$ cat config.mk
export PLATFORM = sky130hd
export DESIGN_NAME = fetch_skid_reg
export DESIGN_NICKNAME = d
export VERILOG_FILES = /design/src/rtl/fetch_skid_reg.sv
export SDC_FILE = /design/constraint.sdc
export NUM_CORES = 1
export LEC_CHECK = 0
export ABC_CLOCK_PERIOD_IN_PS = 1690
export BUFFER_PORTS_ARGS = -buffer_cell sky130_fd_sc_hd__buf_2
export CELL_PAD_IN_SITES_DETAIL_PLACEMENT = 0
export CELL_PAD_IN_SITES_GLOBAL_PLACEMENT = 1
export CORE_MARGIN = 10
export CORE_UTILIZATION = 35
export DETAILED_ROUTE_END_ITERATION = 16
export HOLD_SLACK_MARGIN = 0.12
export PLACE_DENSITY_LB_ADDON = 0.1
export SLEW_MARGIN = 20
export SYNTH_ARGS = -nofsm -noshare
export SYNTH_HDL_FRONTEND = slang
export SYNTH_SLANG_ARGS = --single-unit
export TNS_END_PERCENT = 100
$ cat constraint.sdc
create_clock -name clk -period 1.69 [get_ports clk]
set_input_delay 0.2535 -clock clk [delete_from_list [all_inputs] [get_ports clk]]
set_output_delay 0.2535 -clock clk [all_outputs]
set_load 0.005 [all_outputs]
$ cat src/rtl/fetch_skid_reg.sv
`default_nettype none
// ============================================================================
//  Module      : fetch_skid_reg
//  Description : Two-entry fetch-packet skid register. in_ready is registered
//                so the upstream handshake has no combinational path from
//                out_ready.
//  Revision    : 1.0 - initial release
// ============================================================================
module fetch_skid_reg #(
    parameter int                 INSTR_W   = 18,
    parameter int                 ADDR_W    = 10,
    parameter logic [INSTR_W-1:0] NOP_INSTR = '0
) (
    input  logic               clk,
    input  logic               rst,
    input  logic               flush,

    input  logic               in_valid,
    output logic               in_ready,
    input  logic [INSTR_W-1:0] in_instr,
    input  logic [ADDR_W-1:0]  in_addr,
    input  logic [ADDR_W-1:0]  in_alt,
    input  logic               in_taken,

    output logic               out_valid,
    input  logic               out_ready,
    output logic [INSTR_W-1:0] out_instr,
    output logic [ADDR_W-1:0]  out_addr,
    output logic [ADDR_W-1:0]  out_alt,
    output logic               out_taken,

    output logic [1:0]         occupancy
);

    localparam int c_PKT_W = INSTR_W + 2 * ADDR_W + 1;

    typedef enum logic [1:0] {
        ST_EMPTY = 2'd0,
        ST_ONE   = 2'd1,
        ST_SKID  = 2'd2
    } state_t;

    // Declaration initialisers give power-up values equal to the reset values.
    state_t             r_state     = ST_EMPTY;
    logic               r_in_ready  = 1'b1;
    logic               r_out_valid = 1'b0;
    logic [c_PKT_W-1:0] r_main      = '0;
    logic [c_PKT_W-1:0] r_skid      = '0;

    logic               w_accept;
    logic               w_consume;
    logic [c_PKT_W-1:0] w_in_pkt;

    assign w_accept  = in_valid & r_in_ready;
    assign w_consume = r_out_valid & out_ready;
    assign w_in_pkt  = {in_instr, in_addr, in_alt, in_taken};

    always_ff @(posedge clk) begin
        if (rst) begin
            r_state     <= ST_EMPTY;
            r_in_ready  <= 1'b1;
            r_out_valid <= 1'b0;
            r_main      <= '0;
            r_skid      <= '0;
        end else if (flush) begin
            r_state     <= ST_EMPTY;
            r_in_ready  <= 1'b1;
            r_out_valid <= 1'b0;
            r_main      <= '0;
            r_skid      <= '0;
        end else begin
            case (r_state)
                ST_EMPTY: begin
                    if (w_accept) begin
                        r_main      <= w_in_pkt;
                        r_state     <= ST_ONE;
                        r_out_valid <= 1'b1;
                        r_in_ready  <= 1'b1;
                    end
                end
                ST_ONE: begin
                    if (w_consume && w_accept) begin
                        r_main <= w_in_pkt;
                    end else if (w_consume) begin
                        r_state     <= ST_EMPTY;
                        r_out_valid <= 1'b0;
                        r_in_ready  <= 1'b1;
                    end else if (w_accept) begin
                        r_skid      <= w_in_pkt;
                        r_state     <= ST_SKID;
                        r_out_valid <= 1'b1;
                        r_in_ready  <= 1'b0;
                    end
                end
                ST_SKID: begin
                    // in_ready is low here, so only a consume can change state.
                    if (w_consume) begin
                        r_main      <= r_skid;
                        r_state     <= ST_ONE;
                        r_out_valid <= 1'b1;
                        r_in_ready  <= 1'b1;
                    end
                end
                default: begin
                    r_state     <= ST_EMPTY;
                    r_out_valid <= 1'b0;
                    r_in_ready  <= 1'b1;
                end
            endcase
        end
    end

    assign in_ready  = r_in_ready;
    assign out_valid = r_out_valid;
    assign occupancy = r_state;

    assign out_instr = r_out_valid ? r_main[c_PKT_W-1 -: INSTR_W]    : NOP_INSTR;
    assign out_addr  = r_out_valid ? r_main[2*ADDR_W   -: ADDR_W]    : '0;
    assign out_alt   = r_out_valid ? r_main[ADDR_W     -: ADDR_W]    : '0;
    assign out_taken = r_out_valid ? r_main[0]                       : 1'b0;

endmodule
`default_nettype wire

Yosys cells after proc, flatten, opt, wreduce, memory -nomap -nowiden
Cells that the tools add are included.
W data, S select, Z words.
{"block": "totals", "reg_bits": 82, "latch_bits": 0, "ram_bits": 0, "romBits": 0, "inputBits": 44, "out_inout_bits": 43, "wordCells": 48, "n_memories": 0}
{"block": "classes", "addsub": 0, "multipliers": 0, "n_div": 0, "magnitude_cmp": 0, "eq_ne": 7, "shift": 0, "n_mux": 24, "bitwise": 4, "reduce_logical": 8}
{"operator": "$mux W39", "n": 3}
{"operator": "$pmux W39 S3", "n": 1}
{"operator": "$mux W10", "n": 2}
{"operator": "$mux W18", "n": 1}
{"operator": "$reduce_and A4 Y1", "n": 3}
{"operator": "$mux W2", "n": 5}
{"operator": "$mux W1", "n": 9}
{"operator": "$ne A2 B2 Y1 const B", "n": 4}
{"operator": "$pmux W1 S3", "n": 2}
{"operator": "$pmux W2 S3", "n": 1}
{"operator": "$ne A3 B3 Y1 const B", "n": 1}
{"operator": "$reduce_bool A3 Y1", "n": 1}
{"operator": "$and A1 B1 Y1", "n": 2}
{"operator": "$eq A2 B1 Y1 const B", "n": 1}
{"operator": "$eq A2 B2 Y1 const B", "n": 1}
{"operator": "$logic_not A2 Y1", "n": 1}
{"operator": "$not A1 Y1", "n": 2}
{"operator": "$reduce_and A2 Y1", "n": 1}
{"operator": "$reduce_or A2 Y1", "n": 1}
{"operator": "$logic_and A1 B1 Y1", "n": 1}

Longest topological paths before layout
Gate-level depths: netlist of run 1.
{"block": "depth", "word_depth": 5, "ltp_mapped": 7, "mapped_depth_nobuf": 4}

Least setup slack after synthesis of run 1
No wires, ideal clock.
{"block": "synth_timing", "path_kind": "register -> register", "start": "register r_state[0], in the netlist occupancy[0]", "end": "register r_main[0]", "setup_ns": 0.081, "t_arrival_ns": 1.410, "required_ns": 1.609, "slack_ns": 0.199, "path_stages_with_launch": 8, "n_path_buf": 3, "period_less_slack_ns": 1.491, "path_cell_list": "dfxtp_1 -> nand2b_1 -> buf_2 -> o22ai_2 -> or2_1 -> buf_6 -> buf_6 -> a211oi_2"}
{"block": "synth_via", "elab_chain_len": 3, "elab_cells_between_ends": 9, "cone_classes": "eq/ne: 5; mux: 1; reduce/logical: 3"}
{"item": "start, declared", "line_no": "44", "text": "state_t r_state = ST_EMPTY;"}
{"item": "start signal, assigned", "line_no": "60", "text": "r_state <= ST_EMPTY;"}
{"item": "start signal, assigned", "line_no": "66", "text": "r_state <= ST_EMPTY;"}
{"item": "start signal, assigned", "line_no": "76", "text": "r_state <= ST_ONE;"}
{"item": "$eq A2 B1 Y1 (tied with other cells)", "line_no": "72", "text": "case (r_state)"}
{"item": "$ne A2 B2 Y1 (no line) or $reduce_bool A3 Y1 (tied branches)"}
{"item": "$reduce_and A4 Y1 (no line)"}
{"item": "end signal, assigned", "line_no": "75", "text": "r_main <= w_in_pkt;"}
{"item": "end signal, assigned", "line_no": "83", "text": "r_main <= w_in_pkt;"}
{"item": "end signal, assigned", "line_no": "98", "text": "r_main <= r_skid;"}
{"item": "end, declared", "line_no": "47", "text": "logic [c_PKT_W-1:0] r_main = '0;"}
Several ways; a longest one is shown, not always the timed one.
A chain may end at the register's enable or synchronous reset.

Worst setup path in the final report of run 1
{"block": "layout_timing", "start": "register r_out_valid, in the netlist out_valid", "end": "output out_alt[1]"}
{"block": "layout_via", "elab_chain_len": 1}
{"item": "start, declared", "line_no": "46", "text": "logic r_out_valid = 1'b0;"}
{"item": "start signal, assigned", "line_no": "62", "text": "r_out_valid <= 1'b0;"}
{"item": "start signal, assigned", "line_no": "68", "text": "r_out_valid <= 1'b0;"}
{"item": "start signal, assigned", "line_no": "77", "text": "r_out_valid <= 1'b1;"}
{"item": "$mux W10", "line_no": "119", "text": "assign out_alt = r_out_valid ? r_main[ADDR_W -: ADDR_W] : '0;"}
{"item": "end, declared", "line_no": "29", "text": "output logic [ADDR_W-1:0] out_alt,"}
Every way passes these cells.

==> out/results.ini, run 1 <==
[die]
rows=37
core-area_sq_um=10230
dieWidth_microns=122.0
ios=87
start_util=0.3562
die_height_microns=122.0
dieArea_sq_um=14900

[timing]
rsz0062_at_grt=false
timing.final.hold_violations=0
fin_skew_ps=6.277
setup_tns_ps=0
hold_slack_ps=154.6
setup_viol=0
drv_slew=0
slew_headroom=0.6003
fmaxAchievable_mhz=645.4
min_period_ps=1549
worstMarginPinSlew_ps=599.6
min_period_over_period=0.9168

[clock_network]
cts.reportedPaths.clkPinSlew_ps=80
clk_latency_ps=340
cts-root-buf=clkbuf_8
cts.sinks=82
htreeDepth=3
cts_tree=done
cts_buffers=9
clockBufferDepth=2

[global_routing]
grt_max_degree=81
gr-total-overflow=0
grt_antenna_before_repair=0
grt_pass1_wl_microns=16040
grt_pass1_vias=3117
track_usage=0.1333

[drt]
via_count=3150
wirelength_microns=10210
wire_per_inst_microns=15.95
vias_per_cell=4.922
postRouteAntennaNets=0
drt_first_pass_iters=4
drc=0
drt_iter0_markers=125

[setup_path]
crit_required_ps=1440
crit_family=flip-flops
cp.arrival_ps=1300
slowest_stage=dfxtp_1
cpPeakStageDelay_ps=400
worstPathMaxFanout=24
start_kind=flip-flop
path_class=flip-flop to primary output
cp_num_buf_inv=2
critPathCaptureType=primary output
crit_path_cell_trace=buf_4, and2_1, buf_2

[logic_synthesis]
synth_nets=465
avgSynthCellArea_sq_um=8.657
synth.area.top_cells=dfxtp_1 45%, mux2i_1 11%, nand2_1 8.5%, and2_1 6.7%, a211oi_1 6.0%
synth_cell_types=26
synth-seq-cells=82
postSynthCellCount=421
syn-cell-area_sq_um=3645
synth_top_area_frac=0.4504
synth_area_leader_cell=dfxtp_1
yosysWarningCount=0
yosysSeqAreaShare=0.4504

[run]
maxCapViolations=0

[cells_and_area]
fin_nets=544
n_fill_cell=1063
area_growth_pct=20.63
diodes=0
drive_gt1_frac=0.2698

[pwr]
ir_drop_uv=336.2
p_per_area_nw_per_um2=822.8
p_leak_uw=0.002001

[placed_design]
portBuffers=86
gp_congestion=0.7792
hpwlAfterDp_microns=6696

[outcome]
status=completed

[min_path]
hold_path.class=primary input to flip-flop

-- worst paths after layout --
check | start | to | slack (ps) | depth (start not counted)
max | out_valid | out_alt[1] | 140 | 3
min | in_instr[2] | r_skid[23] | 150 | 3
max reg2reg | occupancy[1] | r_main[21] | 210 | 5
min reg2reg | r_skid[31] | r_skid[31] | 450 | 2
-- logic make-up after synthesis --
family	count (synthesis)	synth area share
flip-flops	82	0.4504
multiplexers	39	0.1071
buffers and inverters	39	0.05046
AO/OA/AOI/OAI	88	0.1651
AND/OR/NAND/NOR	173	0.2269
-- worst register-to-register path, cell delays in order, from the launching register on --
cell and delay [ps]:
dfxtp_2 370, nand3b_1 180, o22ai_4 90, or2_2 280, buf_4 240, a211oi_1 230
-- Yosys cell counts, drive strengths merged --
cell	n
nand2	83
dfxtp	82
a21oi	43
a211oi	39
and2	39
mux2i	39
nor3	39
clkbuf	22
buf	17
nor2	3
nand2b	2
nand3b	2
o21ai	2
or2	2
a21boi	1
a31oi	1
and4b	1
nand4	1
nand4b	1
o21a	1
o22ai	1
-- power breakdown --
group          total [uW]  switching (uW)  internal [uW]
clock network        1160             647            517
logic                 433             260            173
registers            2020            30.0           1990
total                3620             937           2680
-- repair_timing --
action	4_1_cts	5_1_grt
setup buffers	0	0
hold buffers	1	0
endpoints found under the setup margin	0	29
gates resized for setup	0	2
endpoints found under the hold margin	1	0
-- metal layers --
| metal | up-vias | wire [microns] | track usage |
|---|---|---|---|
| met4 | 0 | 156 | 0.04844 |
| met5 | - | 0 | 0 |
| met1 | 1451 | 4746 | 0.1660 |
| li1 | 1616 | - | - |
| met3 | 13 | 676 | 0.04024 |
| met2 | 70 | 4625 | 0.2130 |
-- area by class of cell --
type	count	area, sq um	share of cell area
clock buffers	11	131.4	0.02988
flip-flops and latches	82	1643	0.3736
repair buffers	106	583.1	0.1326
clock inverters	4	20.02	0.004553
well taps	136	170.2	0.03870
multi-input cells	301	1849	0.4206
-- per-stage QoR --
step	power [uW]	setup WS, ps	instances	cell area, sq um	util
after floorplan	2330	198.9	421	3645	-
after detailed placement	2499	161.9	623	4225	0.4130
after global routing	3809	25.96	640	4397	0.4297
after CTS	3680	111.3	639	4387	0.4288
after global placement	2494	213.0	623	4225	0.4130
final	3618	140.5	640	4397	0.4297
-- sequential cells by signal, indices dropped and copies added, names as in the netlist --
signal / flops
r_main: 39
in_ready: 1
occupancy: 2
r_skid: 39
out_valid: 1
-- cells in the final DEF, fill, tap and decap left out, types with 2 or more instances in the layout --
cell type,n
dfxtp_1,81
clkinv_2,4
or2_4,2
a211oi_2,10
buf_2,86
nor3_1,39
o21ai_0,2
clkbuf_1,2
nand2_1,83
and2_1,39
nand3b_1,2
clkbuf_8,9
a21oi_1,43
nor2_1,2
mux2i_1,39
a211oi_1,29
buf_4,19
(Power assumes the default switching activity.)
==> inputs of run 2 (changes only) <==
ABC_CLOCK_PERIOD_IN_PS = 1400   (was 1690)
clock period = 1.4 ns   (was 1.69 ns; I/O delays follow)
==> run 2 against run 1 <==
Against the previous run:
- the flow now finishes with violations (setup timing)
- via count is 7.5% higher
- final cell count is 8.6% higher
- first-iteration DRC count is 13% higher
==> out/results.ini, run 2 (synthesized netlist as in run 1, its figures left out) <==
[die]
die_height_microns=122.0  ; unchanged
rows=37  ; unchanged
core-area_sq_um=10230  ; unchanged
ios=87  ; unchanged
dieArea_sq_um=14900  ; unchanged
start_util=0.3562  ; unchanged
dieWidth_microns=122.0  ; unchanged

[global_routing]
track_usage=0.1434  ; +0.01003
grt_pass1_vias=3414  ; +9.5%
gr-total-overflow=0  ; unchanged
grt_use_met2=0.2345  ; +0.02153
grt_max_degree=46  ; -43%
grt_pass1_wl_microns=17240  ; +7.4%
grt_antenna_before_repair=0  ; unchanged
grt_busiest_layer=met2
grt_use_met1=0.1787  ; +0.01275
use_met3=0.03700  ; -0.003238

[setup_path]
worstPathMaxFanout=22  ; -8.3%
critPathCaptureType=flip-flop
cp-startpoint=occupancy[1]
start_kind=flip-flop
crit_required_ps=1620  ; +180 ps
r2r_start=occupancy[1]
path_class=flip-flop to flip-flop
cp.depth=5  ; +2
slowest_stage=dfxtp_2
crit_family=simple AND/OR/NAND/NOR gates
cp_num_buf_inv=1  ; -1
reg2regPathDepth=5  ; unchanged
crit_end=r_main[8]
crit_path_cell_trace=nand3b_1, o22ai_4, or2_4, buf_12, a211oi_1
r2r_slack_ps=-20  ; -230 ps
crit-reg2reg-capture=r_main[8]
cp.arrival_ps=1640  ; +340 ps
cpPeakStageDelay_ps=340  ; -60 ps

[cells_and_area]
final_util=0.5283  ; +0.09857
diodes=0  ; unchanged
layout_commonest_cell=buf_2
seq_area_sq_um=1650  ; +0.46%
fin_nets=599  ; +10%
drive_gt1_frac=0.3560  ; +0.08615
n_fill_cell=954  ; -10%
layout_common_cells=81 x buf_2, 79 x dfxtp_1, 59 x nand2_1
multi_input_area_sq_um=2051  ; +11%
area_growth_pct=48.30
final_cells=695  ; +8.6%

[timing]
min_period_ps=1423
rsz0062_at_grt=true
fin_ws_ps=-22.54  ; -163.1 ps
setup_viol=22  ; +22
min_period_over_period=1.016
fmaxAchievable_mhz=703.0
drv_slew=0  ; unchanged
slew_headroom=0.7333  ; +0.1330
worstMarginPinSlew_ps=400.1  ; -199.5 ps
hold_slack_ps=248.9  ; +94.32 ps
timing.final.hold_violations=0  ; unchanged
fin_skew_ps=9.635  ; +3.358 ps

[drt]
drt_iter0_markers=141  ; +13%
postRouteAntennaNets=0  ; unchanged
drc=0  ; unchanged
via_count=3386  ; +7.5%
wire_per_inst_microns=16.19  ; +1.5%
wirelength_microns=11250  ; +10%
vias_per_cell=4.872  ; -1.0%
drt_first_pass_iters=4  ; unchanged

[clock_network]
htreeDepth=3  ; unchanged
cts_tree=done
clk_latency_ps=350  ; about the same
cts.reportedPaths.clkPinSlew_ps=70  ; about the same
cts_buffers=9  ; unchanged
cts-root-buf=clkbuf_8
cts.sinks=82  ; unchanged
clockBufferDepth=2  ; unchanged

[pwr]
p_total_uw=4865  ; +34%
p_leak_uw=0.002387  ; +19%
ir_drop_uv=405.6  ; +21%
p_per_area_nw_per_um2=900.0  ; +9.4%

[placed_design]
hpwlAfterDp_microns=7018  ; +4.8%
gp_congestion=0.7608  ; -2.4%
portBuffers=86  ; unchanged
dpl.cell_count=631  ; +1.3%

[min_path]
hold_path.class=primary input to flip-flop

[run]
maxCapViolations=0  ; unchanged

[outcome]
violations=setup timing
status=finished, violations left

==> run 2: where the power goes <==
part / total, uW / switching [uW] / internal [uW]
logic: 734 / 367 / 367
registers: 2440 / 40.9 / 2400
clock network: 1690 / 829 / 860
total: 4860 / 1240 / 3630
==> run 2: final cells by class <==
class,instances,share of cell area
well taps,136,0.03148
clock buffers,12,0.02685
multi-input cells,300,0.3794
repair buffers,162,0.2495
clock inverters,3,0.007407
flip-flops and latches,82,0.3053
==> run 2: repair_timing <==
item,CTS,global route
hold buffers,41,0
setup buffers,0,3
gates cloned,0,5
setup endpoints to repair,116,101
pin swaps,1,27
resized for setup,14,76
endpoints found under the hold margin,40,0
==> run 2: worst min-delay path by stage <==
stage                     startpoint    endpoint  slack (ps)  cells past startpoint
after detailed placement  r_skid[22]  r_skid[22]         450                      2
after CTS                  out_ready   out_valid         210                      4
after global placement    r_skid[35]  r_skid[35]         440                      2
after global routing       out_ready   out_valid         280                      4
final                      out_ready   out_valid         250                      4
after floorplan                  rst    in_ready         310                      2
==> run 2: worst min-delay path: stages <==
cell,delay [ps]
buf_2,140
o21ai_0,90
nand2_1,60
a21oi_1,50
==> run 2: through the flow <==
step           instance area [sq um]  setup TNS, ps  setup slack (ps)
2_1_floorplan                   3659         -296.8            -15.18
3_3_place_gp                    4365         -16.05            -3.590
3_5_place_dp                    4365          -2526            -89.72
4_1_cts                         5015         -14.89            -6.047
5_1_grt                         5405          -4438            -97.46
6_report                        5405         -183.1            -22.54
==> run 2: routing by layer <==
| metal | up-vias | wire [microns] | share of wire |
|---|---|---|---|
| met5 | - | 0 | 0 |
| met4 | 0 | 110 | 0.0098 |
| met3 | 11 | 566 | 0.050 |
| met2 | 55 | 5305 | 0.47 |
| met1 | 1585 | 5268 | 0.47 |
| li1 | 1735 | - | - |
